$ cat src/rtl/gp_engine_pkg.sv
// Shared types and constants for the GP engine sequencing logic.
package gp_engine_pkg;

  localparam int NUM_TRIG_SRC = 4;
  localparam int CFG_EN_BIT   = 0;

  typedef enum logic [2:0] {
    IDLE,
    FETCH,
    WAIT_CFG,
    ARB,
    ISSUE,
    WAIT_DONE
  } sched_state_e;

endpackage

$ cat src/rtl/gp_trigger_scheduler_if.sv
// Command channel between the trigger scheduler and the execution engine.
interface gp_trigger_scheduler_if #(
  parameter int DATA_WIDTH = 32
);

  logic                  cmd_valid;
  logic                  cmd_ready;
  logic [1:0]            cmd_src;
  logic [DATA_WIDTH-1:0] cmd_cfg;
  logic                  cmd_done;

  modport master (
    output cmd_valid,
    output cmd_src,
    output cmd_cfg,
    input  cmd_ready,
    input  cmd_done
  );

  modport slave (
    input  cmd_valid,
    input  cmd_src,
    input  cmd_cfg,
    output cmd_ready,
    output cmd_done
  );

endinterface

$ cat src/rtl/gp_rr_arbiter.sv
// Combinational 4-way round-robin arbiter; the search starts one past ptr.
module gp_rr_arbiter
  import gp_engine_pkg::*;
(
  input  logic [NUM_TRIG_SRC-1:0] req,
  input  logic [1:0]              ptr,
  output logic [NUM_TRIG_SRC-1:0] grant,
  output logic [1:0]              grant_idx,
  output logic                    grant_valid
);

  logic [1:0] cand;

  // Scan from farthest to nearest so the nearest requester after ptr wins.
  always_comb begin
    grant       = '0;
    grant_idx   = '0;
    grant_valid = 1'b0;
    cand        = '0;
    for (int i = NUM_TRIG_SRC; i >= 1; i--) begin
      cand = ptr + 2'(i);
      if (req[cand]) begin
        grant       = '0;
        grant[cand] = 1'b1;
        grant_idx   = cand;
        grant_valid = 1'b1;
      end
    end
  end

endmodule

$ cat src/rtl/gp_trigger_scheduler.sv
// Captures triggers, fetches their configuration, and issues one supervised command at a time.
module gp_trigger_scheduler
  import gp_engine_pkg::*;
#(
  parameter int DATA_WIDTH     = 32,
  parameter int TIMEOUT_CYCLES = 1024
) (
  input  logic                  i_clk,
  input  logic                  i_rstn,
  input  logic [3:0]            trig,
  output logic                  reg_rd_en,
  input  logic                  reg_rd_valid,
  input  logic [DATA_WIDTH-1:0] rd_trig_s1_config,
  input  logic [DATA_WIDTH-1:0] rd_trig_s2_config,
  input  logic [DATA_WIDTH-1:0] rd_trig_s3_config,
  input  logic [DATA_WIDTH-1:0] rd_trig_s4_config,
  gp_trigger_scheduler_if.master cmd,
  output logic                  busy,
  output logic                  err_timeout,
  output logic [1:0]            err_src
);

  localparam int CNT_W    = (TIMEOUT_CYCLES == 0) ? 1 : $clog2(TIMEOUT_CYCLES + 1);
  localparam int LAST_CNT = (TIMEOUT_CYCLES == 0) ? 0 : TIMEOUT_CYCLES - 1;
  localparam logic [CNT_W-1:0] CNT_MAX = '1;

  sched_state_e            state, next_state;
  logic [NUM_TRIG_SRC-1:0] pend, pend_clr, en_vec, elig;
  logic [DATA_WIDTH-1:0]   cfg_q [NUM_TRIG_SRC];
  logic [NUM_TRIG_SRC-1:0] grant;
  logic [1:0]              grant_idx, rr_ptr, cmd_src_q, err_src_q;
  logic                    grant_valid, handshake, timeout_hit;
  logic [DATA_WIDTH-1:0]   cmd_cfg_q;
  logic [CNT_W-1:0]        timeout_cnt;

  always_comb begin
    en_vec = '0;
    for (int i = 0; i < NUM_TRIG_SRC; i++) en_vec[i] = cfg_q[i][CFG_EN_BIT];
  end

  assign elig        = pend & en_vec;
  assign pend_clr    = (state == ARB) ? ((pend & ~en_vec) | grant) : '0;
  assign handshake   = (state == ISSUE) && cmd.cmd_ready;
  // A done pulse in the final counted cycle beats the timeout.
  assign timeout_hit = (TIMEOUT_CYCLES != 0) && (state == WAIT_DONE) && !cmd.cmd_done &&
                       (timeout_cnt == CNT_W'(LAST_CNT));

  gp_rr_arbiter u_arb (
    .req         (elig),
    .ptr         (rr_ptr),
    .grant       (grant),
    .grant_idx   (grant_idx),
    .grant_valid (grant_valid)
  );

  always_ff @(posedge i_clk or negedge i_rstn) begin
    if (!i_rstn) state <= IDLE;
    else         state <= next_state;
  end

  always_comb begin
    next_state = state;
    case (state)
      IDLE:      if (|pend) next_state = FETCH;
      FETCH:     next_state = WAIT_CFG;
      WAIT_CFG:  if (reg_rd_valid) next_state = ARB;
      ARB:       next_state = grant_valid ? ISSUE : IDLE;
      ISSUE:     if (cmd.cmd_ready) next_state = WAIT_DONE;
      WAIT_DONE: if (cmd.cmd_done || timeout_hit) next_state = IDLE;
      default:   next_state = IDLE;
    endcase
  end

  always_comb begin
    reg_rd_en     = (state == FETCH);
    cmd.cmd_valid = (state == ISSUE);
    busy          = (state != IDLE);
    err_timeout   = timeout_hit;
    cmd.cmd_src   = cmd_src_q;
    cmd.cmd_cfg   = cmd_cfg_q;
    err_src       = err_src_q;
  end

  // Set-over-clear on pend lets a retrigger during service queue exactly once.
  always_ff @(posedge i_clk or negedge i_rstn) begin
    if (!i_rstn) begin
      pend        <= '0;
      rr_ptr      <= 2'd3;
      cmd_src_q   <= '0;
      cmd_cfg_q   <= '0;
      err_src_q   <= '0;
      timeout_cnt <= '0;
      for (int i = 0; i < NUM_TRIG_SRC; i++) cfg_q[i] <= '0;
    end else begin
      pend <= (pend & ~pend_clr) | trig;
      if (state == WAIT_CFG && reg_rd_valid) begin
        cfg_q[0] <= rd_trig_s1_config;
        cfg_q[1] <= rd_trig_s2_config;
        cfg_q[2] <= rd_trig_s3_config;
        cfg_q[3] <= rd_trig_s4_config;
      end
      if (state == ARB && grant_valid) begin
        rr_ptr    <= grant_idx;
        cmd_src_q <= grant_idx;
        cmd_cfg_q <= cfg_q[grant_idx];
      end
      if (handshake) timeout_cnt <= '0;
      else if (state == WAIT_DONE && timeout_cnt != CNT_MAX) timeout_cnt <= timeout_cnt + 1'b1;
      if (timeout_hit) err_src_q <= cmd_src_q;
    end
  end

endmodule

$ cat src/flat_wrapper.sv
// flat-port wrapper written by rule: the top's interface ports become plain ports
module gp_trigger_scheduler_flat import gp_engine_pkg::*;
#(
  parameter int DATA_WIDTH     = 32,
  parameter int TIMEOUT_CYCLES = 1024
)
  (i_clk, i_rstn, trig, reg_rd_en, reg_rd_valid, rd_trig_s1_config, rd_trig_s2_config, rd_trig_s3_config, rd_trig_s4_config, busy, err_timeout, err_src, cmd_cmd_valid, cmd_cmd_src, cmd_cmd_cfg, cmd_cmd_ready, cmd_cmd_done);
  gp_trigger_scheduler_if #(.DATA_WIDTH(DATA_WIDTH)) cmd_i ();
  input  logic i_clk;
  input  logic i_rstn;
  input  logic [3:0] trig;
  output logic reg_rd_en;
  input  logic reg_rd_valid;
  input  logic [DATA_WIDTH-1:0] rd_trig_s1_config;
  input  logic [DATA_WIDTH-1:0] rd_trig_s2_config;
  input  logic [DATA_WIDTH-1:0] rd_trig_s3_config;
  input  logic [DATA_WIDTH-1:0] rd_trig_s4_config;
  output logic busy;
  output logic err_timeout;
  output logic [1:0] err_src;
  output wire logic [$bits(cmd_i.cmd_valid)-1:0] cmd_cmd_valid;
  output wire logic [$bits(cmd_i.cmd_src)-1:0] cmd_cmd_src;
  output wire logic [$bits(cmd_i.cmd_cfg)-1:0] cmd_cmd_cfg;
  input wire logic [$bits(cmd_i.cmd_ready)-1:0] cmd_cmd_ready;
  input wire logic [$bits(cmd_i.cmd_done)-1:0] cmd_cmd_done;
  assign cmd_cmd_valid = cmd_i.cmd_valid;
  assign cmd_cmd_src = cmd_i.cmd_src;
  assign cmd_cmd_cfg = cmd_i.cmd_cfg;
  assign cmd_i.cmd_ready = cmd_cmd_ready;
  assign cmd_i.cmd_done = cmd_cmd_done;
  gp_trigger_scheduler #(.DATA_WIDTH(DATA_WIDTH), .TIMEOUT_CYCLES(TIMEOUT_CYCLES)) u_core (.i_clk(i_clk), .i_rstn(i_rstn), .trig(trig), .reg_rd_en(reg_rd_en), .reg_rd_valid(reg_rd_valid), .rd_trig_s1_config(rd_trig_s1_config), .rd_trig_s2_config(rd_trig_s2_config), .rd_trig_s3_config(rd_trig_s3_config), .rd_trig_s4_config(rd_trig_s4_config), .cmd(cmd_i), .busy(busy), .err_timeout(err_timeout), .err_src(err_src));
endmodule
$ cat config.mk
export PLATFORM = sky130hd
export DESIGN_NAME = gp_trigger_scheduler_flat
export DESIGN_NICKNAME = d
export VERILOG_FILES = /design/src/rtl/gp_engine_pkg.sv /design/src/rtl/gp_trigger_scheduler_if.sv /design/src/rtl/gp_rr_arbiter.sv /design/src/rtl/gp_trigger_scheduler.sv /design/src/flat_wrapper.sv
export SDC_FILE = /design/constraint.sdc
export NUM_CORES = 1
export LEC_CHECK = 0
export CORE_MARGIN = 5
export CORE_UTILIZATION = 40
export DETAILED_ROUTE_END_ITERATION = 10
export PLACE_DENSITY = 0.65
export SYNTH_ARGS = -nofsm -noshare
export SYNTH_HDL_FRONTEND = slang
export SYNTH_HIERARCHICAL = 1
export SYNTH_SLANG_ARGS = --single-unit
$ cat constraint.sdc
create_clock -name i_clk -period 4.4 [get_ports i_clk]
set_input_delay 0.88 -clock i_clk [delete_from_list [all_inputs] [get_ports i_clk]]
set_output_delay 0.88 -clock i_clk [all_outputs]
set_load 0.02 [all_outputs]
### After elaboration in Yosys (flattened, before gate mapping)

Index checks and enable logic that the tools add are counted.
W data, S select, Z words.

| storage, ports and cells | value |
|---|---|
| RAM bits | 0 |
| input bits | 137 |
| output and inout port bits | 40 |
| logic and storage cells | 100 |
| memories kept | 0 |
| latch bits | 0 |
| register bits | 184 |
| ROM bits | 0 |

| operators by class | value |
|---|---|
| equality and inequality tests | 11 |
| reduce and logical (&&, ||, !) cells | 17 |
| multiplexer cells | 40 |
| shifts and indexed selects | 0 |
| divide/modulo/power cells | 0 |
| order comparisons | 9 |
| add/sub/neg operators | 4 |
| bitwise gates (word level) | 8 |
| $mul | 0 |

Operators with widths:

| cell | count |
|---|---|
| $bmux W32 S2 | 1 |
| $mux W32 | 2 |
| $mux W11 | 2 |
| $mux W4 | 5 |
| $pmux W3 S6 | 1 |
| $mux W3 | 5 |
| $and A4 B4 Y4 | 3 |
| $lt A2 B3 Y1 const B | 4 |
| $mux W1 | 12 |
| $add A11 B1 Y11 const B | 1 |
| $eq A11 B10 Y1 const B | 1 |
| $ne A11 B11 Y1 const B | 1 |
| $logic_and A1 B1 Y1 | 10 |
| $bmux W1 S2 | 4 |
| $demux W1 S2 | 4 |
| $ge A2 B1 Y1 const B | 4 |
| $mux W2 | 4 |
| $not A4 Y4 | 2 |
| $or A4 B4 Y4 | 2 |
| $eq A3 B2 Y1 const B | 2 |
| $eq A3 B3 Y1 const B | 2 |
| $add A2 B2 Y2 const B | 2 |
| $ne A2 B1 Y1 const B | 2 |
| $ne A2 B2 Y1 const B | 2 |
| 11 further kinds | 11 |

### Longest topological paths before layout

Gate-level depths: netlist of run 1.

| logic depth | value |
|---|---|
| depth after elaboration | 13 |
| gate-level depth with buffers | 12 |
| depth with buffers taken out | 8 |

### Cells and area by module

Netlist of run 1, hierarchy kept.

Modules (own cells, without submodules):

| module | instances | cells an instance | area an instance (um2) | seq. area each (um2) |
|---|---|---|---|---|
| gp_trigger_scheduler | 1 | 513 | 7,930.1 | 4,606.9 |
| gp_rr_arbiter | 1 | 69 | 539.3 | 0.0 |

### Worst setup path after synthesis of run 1

Ideal clock, no wire load.

| path | value |
|---|---|
| path kind | register to register |
| start | register u_core.rr_ptr[0] |
| end | register u_core.cmd_cfg_q[27] (netlist: u_core/cmd.cmd_cfg[27]) |
| setup slack | 0.541 ns |
| arrival | 3.734 ns |
| clock period less this slack | 3.859 ns |
| required time | 4.275 ns |
| stages on the path, launching flop included | 12 |
| setup time | 0.125 ns |
| buffers on the path | 4 |
| cell sequence | dfstp_2 buf_2 inv_1 ha_1 buf_6 mux4_2 a221o_1 a221oi_2 buf_2 buf_1 mux4_2 mux2_2 |

| between the ends | value |
|---|---|
| word-level cells in the longest chain between the ends | 10 |
| elaborated cells between the ends (all ways) | 24 |
| those cells by class | add/sub: 3; mux: 19; bitwise: 1; reduce/logical: 1 |

RTL lines:

| element | line | text |
|---|---|---|
| from (decl) | gp_trigger_scheduler.sv:31 | `logic [1:0] grant_idx, rr_ptr, cmd_src_q, err_src_q;` |
| from (signal assigned) | gp_trigger_scheduler.sv:103 | `rr_ptr <= grant_idx;` |
| $add A2 B2 Y2 / $bmux W1 S2 (equally long branches) | gp_rr_arbiter.sv:21, gp_rr_arbiter.sv:22 |  |
| $bmux W1 S2 / $mux W1 (equally long branches) | gp_rr_arbiter.sv:22 | `if (req[cand]) begin` |
| $mux W1 (not written as such) / $mux W2 (equally long branches) | gp_rr_arbiter.sv:22 |  |
| $mux W2 (2 in series) | gp_rr_arbiter.sv:22 |  |
| $mux W2 * | gp_rr_arbiter.sv:22 |  |
| via u_core.grant_idx[0] | gp_trigger_scheduler.sv:31 |  |
| $not A2 Y3 (not written as such) * | gp_trigger_scheduler.sv:105 | `cmd_cfg_q <= cfg_q[grant_idx];` |
| $bmux W32 S2 * | gp_trigger_scheduler.sv:105 |  |
| $mux W32 (not written as such) * (2 in series) | gp_trigger_scheduler.sv:105 |  |
| to (signal assigned) | gp_trigger_scheduler.sv:105 |  |
| to (decl) | gp_trigger_scheduler.sv:33 | `logic [DATA_WIDTH-1:0] cmd_cfg_q;` |

The timed path passes the listed nets; every way through them passes the cells marked *. The select of a mux whose other input is x is not followed.
A chain may end at the register's enable or synchronous reset.

### Final worst setup path of run 1

| path | value |
|---|---|
| start | register u_core.rr_ptr[0] |
| end | register u_core.cmd_cfg_q[11] (netlist: u_core/cmd.cmd_cfg[11]) |

The elaborated chain is that of the path after synthesis.

==> impl_summary.md, run 1 <==
Status
The flow ran to the end, and the final reports show no timing, DRC or antenna violations.

Detailed routing
The detail-routed net length per standard cell is 19.2 µm. After detailed routing, the number of remaining DRC violations is 0. The number of detailed-routing iterations run before antenna repair is 4. The number of vias in the routed layout is 5449. The via density per instance is 5.26. Once detail routing completed, the nets flagged for antenna violations numbered 0. The number of DRC markers after the initial detailed-route iteration is 352. Summed over all layers, the routed wires come to 19900 µm.

Global routing
The total congestion overflow after global routing is 0. Entering global routing, the biggest net connects 133 pins. The first global-routing pass estimated 32400 µm of wire. In the global route stage, overall resource usage came out at 0.170. The via count of the first global-routing pass came to 5926. The number of antenna violations at the first check in global routing is 2.

Setup path
For the worst setup path, the data required time is 4700 ps. The worst flop-to-flop path startpoint is u_core/rr_ptr[0]. In this design, the stage delay of the slowest critical-path cell is 760 ps.

Walking the worst path, the cells encountered are inv_1 -> ha_1 -> mux4_2 -> a221o_1 -> a221oi_4 -> buf_4 -> mux4_2 -> mux2_2. The worst setup path is captured at a flip-flop. The slowest stage cell on the critical path is sky130_fd_sc_hd__dfstp_2. The worst reg-to-reg path cell count is 8.

The critical path in this run is classified as flip-flop to flip-flop. The largest fanout on the critical path is 20. Among the stages of the critical path, the cell type that occurs most often is sky130_fd_sc_hd__mux4_2. The critical path startpoint category is a flip-flop.

The worst register-to-register path ends at u_core/cmd.cmd_cfg[11]. At the worst endpoint, the arrival time is 4240 ps. The setup slack on the worst flop-to-flop path is 460 ps.

Power and ir drop
Of the total power, the share spent switching nets is 0.337. Summed over all cells, the static leakage comes to 0.00452 µW. Of the total power, registers draw 0.345.

The switching power is 2990 µW. The internal power of the cells totals 5900 µW. The worst ir drop on vdd is 0.601 mV. The power share of the clock group is 0.185.

The share of total power dissipated in combinational logic is 0.470. The power density over the cells is 798 nW/µm².

Yosys
The number of flip-flops and latches in the synthesized netlist is 184. The synthesized net count is 726. The share of synthesized cell area in and, or, nand and nor gates is 0.0635. The compound-cell area share of the yosys netlist is 0.0420. Of the total synthesized cell area, the portion taken by full adders, half adders and majority gates is 0.0103. The post-synthesis cell type count is 58. The portion of netlist area occupied by mux cells is 0.311.

The sequential area share after synthesis is 0.544. For this run, the leading register cell type out of synthesis is sky130_fd_sc_hd__dfrtp_1. The mean post-synth cell area is 14.6 µm². The number of enable-type register cells in the synthesized netlist is 0.

The number of cells produced by synthesis is 582. The fraction of registers with async set or reset after synthesis is 1.00. The synthesized-area fraction occupied by xor and xnor cells is 0.00414. By area, the combinational part of the netlist is dominated by multiplexers. For this run, the number of Yosys warnings is 6.

In this run the cell area of the synthesized design comes to 8470 µm².

Clocking
TritonCTS built the clock tree. In this run, post-CTS hold repair placed 0 buffers. Gates resized during post-CTS repair numbered 0. The insertion delay of the later-clocked pin in the worst-skew pair is 420 ps. For this design, the sink count on the clock tree is 184. Clock-pin slew was measured on the worst setup and hold paths at 70 ps. The clock passes through at most 2 buffers. The number of levels in the clock H-tree is 4.

The number of clock buffers added by TritonCTS is 17. The tree is rooted in a sky130_fd_sc_hd__clkbuf_16. The post-CTS setup repair buffer count is 0.

STA
Setup violations remaining at the end of the flow were counted as 0. The total count of max-transition violations in the final report is 0. The smallest clock period supported by the final layout is computed as 3940 ps.

Setup repair after global routing left no endpoint under its margin. Between clock sinks in the finished design, the worst skew comes to 7.11 ps. Static timing analysis puts the maximum clock frequency at 0.254 GHz. Measured against its own limit, the worst slew margin works out to 0.246. In the finished design, the share of the clock period the worst path needs comes to 0.895. The final number of hold-violating endpoints is 0.

The transition time at the pin with the least slew margin is 1130 ps. In the final timing run, aggregate negative setup slack is 0 ps.

Final layout
The total of fill cells in the finished design is 1787. The library cell used most frequently in the layout, excluding fill and tap cells, is sky130_fd_sc_hd__dfrtp_1. The ratio of cells with drive above 1 in the final layout is 0.330. The repair_antennas step left the layout with diodes totalling 0. The count of non-filler cells in the finished layout is 1035. After routing the design area is 11100 µm².

Leaving out fill and tap cells, the most frequent cells in the layout are 182 x sky130_fd_sc_hd__dfrtp_1, 175 x sky130_fd_sc_hd__clkdlybuf4s50_1, 159 x sky130_fd_sc_hd__mux2_2, 33 x sky130_fd_sc_hd__mux4_2, 24 x sky130_fd_sc_hd__nand2_1. The synthesis-to-finish area growth is 31.5%. The final net count is 891.

Place
The placed instance count is 1003. Routability-driven placement finished with a final weighted congestion of 0.814. The total of buffers placed on input and output ports is 176. The estimated wirelength of the detail-placed design is 13800 µm. The placement-stage cell area is 10500 µm².

Flow run
The tool flagged a number of max-cap violations equal to 0.

Die
The die covers 24200 µm². In this run the horizontal extent of the chip is 156 µm. For this configuration, the core starts out at a cell density of 0.404. The core region is 21000 µm².

The vertical die dimension is 156 µm. The total number of placement rows is 53. The number of top-level pins is 177.

Min path
The worst min-delay path class is input port to asynchronous set/reset pin.
[cell families (layout without fill, tap and decap cells)]
family | after synthesis | count (layout)
multiplexers | 199 | 199
flip-flops | 184 | 184
AO/OA/AOI/OAI | 52 | 52
XOR/XNOR | 4 | 4
adder cells (fa/ha/maj) | 7 | 7
AND/OR/NAND/NOR | 92 | 92
buffers and inverters | 44 | 222
[power groups by stage]
stage	logic, µW	clock network (µW)	registers [µW]
2_1_floorplan	2990	0	3070
3_3_place_gp	4090	0	3050
3_5_place_dp	4250	0	3100
4_1_cts	4260	1690	3070
5_1_grt	4540	1760	3180
6_report	4180	1640	3070
[stage by stage]
stage               setup WS (ps)  hold WS (ps)  power [µW]  utilization
finish                        461           500        8890        0.532
global route                  205           522        9480        0.532
CTS                           413           499        9020        0.532
detailed placement            419           482        7340        0.501
global placement              571           479        7140        0.501
floorplan                     541           455        6060            -
[flip-flops by register name, indices dropped and copies added, names as in the netlist]
signal              cells
u_core/cfg_q          128
u_core/cmd.cmd_cfg     32
u_core/timeout_cnt     11
u_core/pend             4
u_core/state            3
u_core/cmd.cmd_src      2
u_core/err_src          2
u_core/rr_ptr           2
[synthesized netlist by cell type (5+ instances only)]
master                     count  area share
sky130_fd_sc_hd__a31oi_1       5      0.0037
sky130_fd_sc_hd__o21ai_0      14      0.0083
sky130_fd_sc_hd__mux2_2      159        0.21
sky130_fd_sc_hd__inv_1         8      0.0035
sky130_fd_sc_hd__mux4_2       33       0.088
sky130_fd_sc_hd__clkbuf_1     12      0.0053
sky130_fd_sc_hd__nand2_1      25       0.011
sky130_fd_sc_hd__nand4_1       7      0.0052
sky130_fd_sc_hd__buf_2        17       0.010
sky130_fd_sc_hd__ha_1          7       0.010
sky130_fd_sc_hd__dfrtp_1     182        0.54
sky130_fd_sc_hd__nor2_1       16      0.0071
sky130_fd_sc_hd__nand3_1       6      0.0035
[layout make-up]
cell class / count / area, µm² / area share
clock inverter: 15 / 210 / 0.0189
tap: 275 / 344 / 0.0309
multi-input combinational: 354 / 3680 / 0.330
clock buffer: 17 / 425 / 0.0382
sequential: 184 / 4610 / 0.414
inverter: 8 / 30.0 / 0.00270
timing repair buffer: 182 / 1850 / 0.166
[critical path, delay by kind of cell (launching register included)]
| family | cells | cell delay, ps |
|---|---|---|
| buffers and inverters | 2 | 650 |
| AOI/OAI and AO/OA | 2 | 620 |
| DFF | 1 | 760 |
| muxes | 3 | 1230 |
| adders and majority gates | 1 | 550 |
[per-layer routing]
metal / global-route usage / share of wire
met5: 0 / 0.00071
met2: 0.268 / 0.48
met3: 0.0481 / 0.058
met1: 0.230 / 0.44
met4: 0.0517 / 0.018
[worst max-delay path by stage]
stage | from | to | slack [ps] | depth (start not counted)
floorplan | u_core/rr_ptr[0] | u_core/cmd.cmd_cfg[27] | 540 | 11
global placement | u_core/rr_ptr[0] | u_core/cmd.cmd_cfg[19] | 570 | 8
detailed placement | u_core/rr_ptr[0] | u_core/cmd.cmd_cfg[11] | 420 | 8
CTS | u_core/rr_ptr[0] | u_core/cmd.cmd_cfg[11] | 410 | 8
global route | u_core/rr_ptr[0] | u_core/cmd.cmd_cfg[16] | 210 | 8
finish | u_core/rr_ptr[0] | u_core/cmd.cmd_cfg[11] | 460 | 8
Note: power is estimated with default switching activity, not from simulation.
==> inputs of run 2 (changes only) <==
- REMOVE_ABC_BUFFERS: unset -> 1
==> run 2 against run 1 <==
Against the previous run:
- sequential cell count stayed put
- total power decreased by 1.1%
- critical path type unchanged
- highest routed layer is now met4
- worst hold slack lost 95 ps
==> impl_summary.md, run 2 (synthesis gave the netlist of run 1 again) <==
Status
Outcome: finished clean (unchanged).

Place
The placed instance count came to 1004 (was 1003). The routability-driven placement congestion ratio came to 0.844 (was 0.814). The estimated wirelength of the detail-placed design is 13500 µm (was 13800 µm).

The placement-stage cell area is 10500 µm² (about the same). The total of buffers placed on input and output ports is 176 (unchanged).

Detailed routing
The post-route DRC violation count was 0 (unchanged). The via density per instance is 5.20 (was 5.26). The number of vias in the routed layout came to 5385 (was 5449).

The number of DRC markers after the initial detailed-route iteration came to 235 (was 352). The detail-routed net length per standard cell is 18.6 µm (was 19.2 µm). The sum of routed wire length over all layers is 19300 µm (was 19900 µm). The remaining antenna violation count is 0 (unchanged). The number of detailed-routing iterations run before antenna repair is 5 (was 4).

Setup path
The critical setup path kind was flip-flop to flip-flop (unchanged). The most numerous cell on the critical path is sky130_fd_sc_hd__mux4_2 (unchanged). The slowest stage cell on the critical path is sky130_fd_sc_hd__dfstp_2 (unchanged). The data required time at the worst endpoint is 4710 ps (was 4700 ps). The worst setup path endpoint is u_core/cmd.cmd_cfg[20] (was u_core/cmd.cmd_cfg[11]). The number of buffer and inverter stages on the critical path is 2 (unchanged).

The data arrival time of the worst path came to 4240 ps (about the same). The capture point of the worst reg-to-reg path is u_core/cmd.cmd_cfg[20] (was u_core/cmd.cmd_cfg[11]). The largest delay contributor family on the critical path was multiplexers (unchanged). The longest individual stage delay on the worst path is 760 ps (about the same). The kind of capture point of the worst setup path is a flip-flop (unchanged). The critical path startpoint category is a flip-flop (unchanged).

The count of cell instances traversed by the critical path came to 8 (unchanged). The setup slack on the worst flop-to-flop path came to 470 ps (was 460 ps). The timing startpoint of the critical path is u_core/rr_ptr[0] (unchanged). Cells along the critical path: inv_1 -> ha_1 -> mux4_2 -> a221o_1 -> a221oi_4 -> buf_4 -> mux4_2 -> mux2_2 (unchanged). The largest fanout on the critical path came to 20 (unchanged). The worst reg-to-reg path cell count is 8 (unchanged). The worst flop-to-flop path startpoint is u_core/rr_ptr[0] (unchanged).

STA
The worst clock skew on the final layout is 13.1 ps (was 7.11 ps). The achievable clock frequency is 0.254 GHz (about the same). RSZ-0062 raised after global routing: false (unchanged). The headroom to the max-slew limit came to 0.258 (was 0.246).

The time the final worst path needs with I/O delays and setup is 3930 ps (was 3940 ps). The post-route setup TNS came to 0 ps (unchanged). The final critical-path share of the clock period was 0.894 (was 0.895). The final-report setup violation count is 0 (unchanged). The final number of hold-violating endpoints came to 0 (unchanged). The transition time at the pin with the least slew margin was 1110 ps (was 1130 ps). The total count of max-transition violations in the final report was 0 (unchanged).

Clocking
The root buffer cell is sky130_fd_sc_hd__clkbuf_16 (unchanged). The post-cts repair resize count is 0 (unchanged). The clock transition time at the flip-flop clock pins of the worst setup and hold paths was 70 ps (about the same). The number of buffers on the longest clock path came to 2 (unchanged).

The insertion delay of the later-clocked pin in the worst-skew pair is 430 ps (was 420 ps). The post-CTS setup repair buffer count was 0 (unchanged). The number of clock sinks was 184 (unchanged). The number of buffers created by CTS is 17 (unchanged).

The number of levels in the clock H-tree came to 4 (unchanged). The CTS tree is done (unchanged). The post-cts hold buffer count is 0 (unchanged).

Power and ir drop
The total power draw was 8790 µW (was 8890 µW). The power density over the cells is 791 nW/µm² (was 798 nW/µm²). The static leakage power came to 0.00451 µW (was 0.00452 µW). The worst ir drop on vdd is 0.397 mV (was 0.601 mV).

Global routing
The global-route wire length before repair is 31300 µm (was 32400 µm). The via count of the first global-routing pass is 5949 (was 5926). The total congestion overflow after global routing is 0 (unchanged).

The number of antenna violations at the first check in global routing is 0 (was 2). The overall track demand over capacity in global routing is 0.163 (was 0.170). The maximum number of pins on one net before global-route repair is 85 (was 133).

Die
The die boundary width came to 156 µm (unchanged). The number of top-level pins was 177 (unchanged). The total number of placement rows is 53 (unchanged). The vertical die dimension is 156 µm (unchanged). The die outline area is 24200 µm² (unchanged).

The core area is 21000 µm² (unchanged). The initial cell density of the core came to 0.404 (unchanged).

Final layout
The count of non-filler cells in the finished layout is 1036 (was 1035). The number of flip-flops in the largest register is 128 (unchanged). The combined flip-flop and latch cell area is 4610 µm² (unchanged). The final net count is 892 (was 891). The area of the multi-input gates is 3680 µm² (unchanged). The total of fill cells in the finished design came to 1773 (was 1787). The register with the most flip-flops is u_core/cfg_q (unchanged). The total non-filler cell area in the finished layout is 11100 µm² (about the same).

The ratio of cells with drive above 1 in the final layout is 0.331 (was 0.330). The count of inserted antenna diode cells is 0 (unchanged). The synthesis-to-finish area growth is 31.2% (was 31.5%). The most common cell after layout, fill and taps aside is sky130_fd_sc_hd__dfrtp_1 (unchanged). Highest-count cells in the layout ignoring fill and taps: 182 x sky130_fd_sc_hd__dfrtp_1, 175 x sky130_fd_sc_hd__clkdlybuf4s50_1, 159 x sky130_fd_sc_hd__mux2_2, 33 x sky130_fd_sc_hd__mux4_2, 24 x sky130_fd_sc_hd__nand2_1 (unchanged).

Min path
The worst min-delay path class is input port to asynchronous set/reset pin (unchanged).

Flow run
The number of violations of the max-capacitance limit is 0 (unchanged).
[run 2: cell count changes in the layout (fill, tap and decap cells not counted), sizes merged]
cell / delta
inv: +2
bufinv: -3
buf: +1
clkbuf: +1
[run 2: layout make-up]
type                       count  area share
multi-input combinational    354       0.331
clock inverter                14      0.0158
timing repair buffer         183       0.166
sequential                   184       0.415
tap                          275      0.0310
inverter                       8     0.00270
clock buffer                  18      0.0395
[run 2: power breakdown]
group	internal (µW)	switching (µW)	total (µW)
Clock	839	736	1570
Sequential	2530	539	3070
Combinational	2390	1750	4150
Total	5760	3030	8790
[run 2: how the worst min path moves through the flow]
stage          slack [ps]                     to
2_1_floorplan         450         u_core/pend[3]
3_3_place_gp          470  u_core/cmd.cmd_cfg[0]
3_5_place_dp          480         u_core/pend[3]
4_1_cts               440         u_core/pend[1]
5_1_grt               470       u_core/cfg_q[64]
6_report              410       u_core/cfg_q[64]
[run 2: per-layer routing]
layer	wire length, µm	up-vias	global-route usage
met3	1510	12	0.0579
met4	145	0	0.0429
met1	8250	2731	0.214
met5	0	-	0
met2	9350	152	0.259
li1	-	2490	-
[run 2: through the flow]
stage / util / worst slack (ps) / hold slack [ps]
global placement: 0.501 / 597 / 467
floorplan: - / -2760 / 455
global route: 0.530 / 237 / 473
detailed placement: 0.501 / 458 / 479
finish: 0.530 / 467 / 406
CTS: 0.530 / 457 / 435
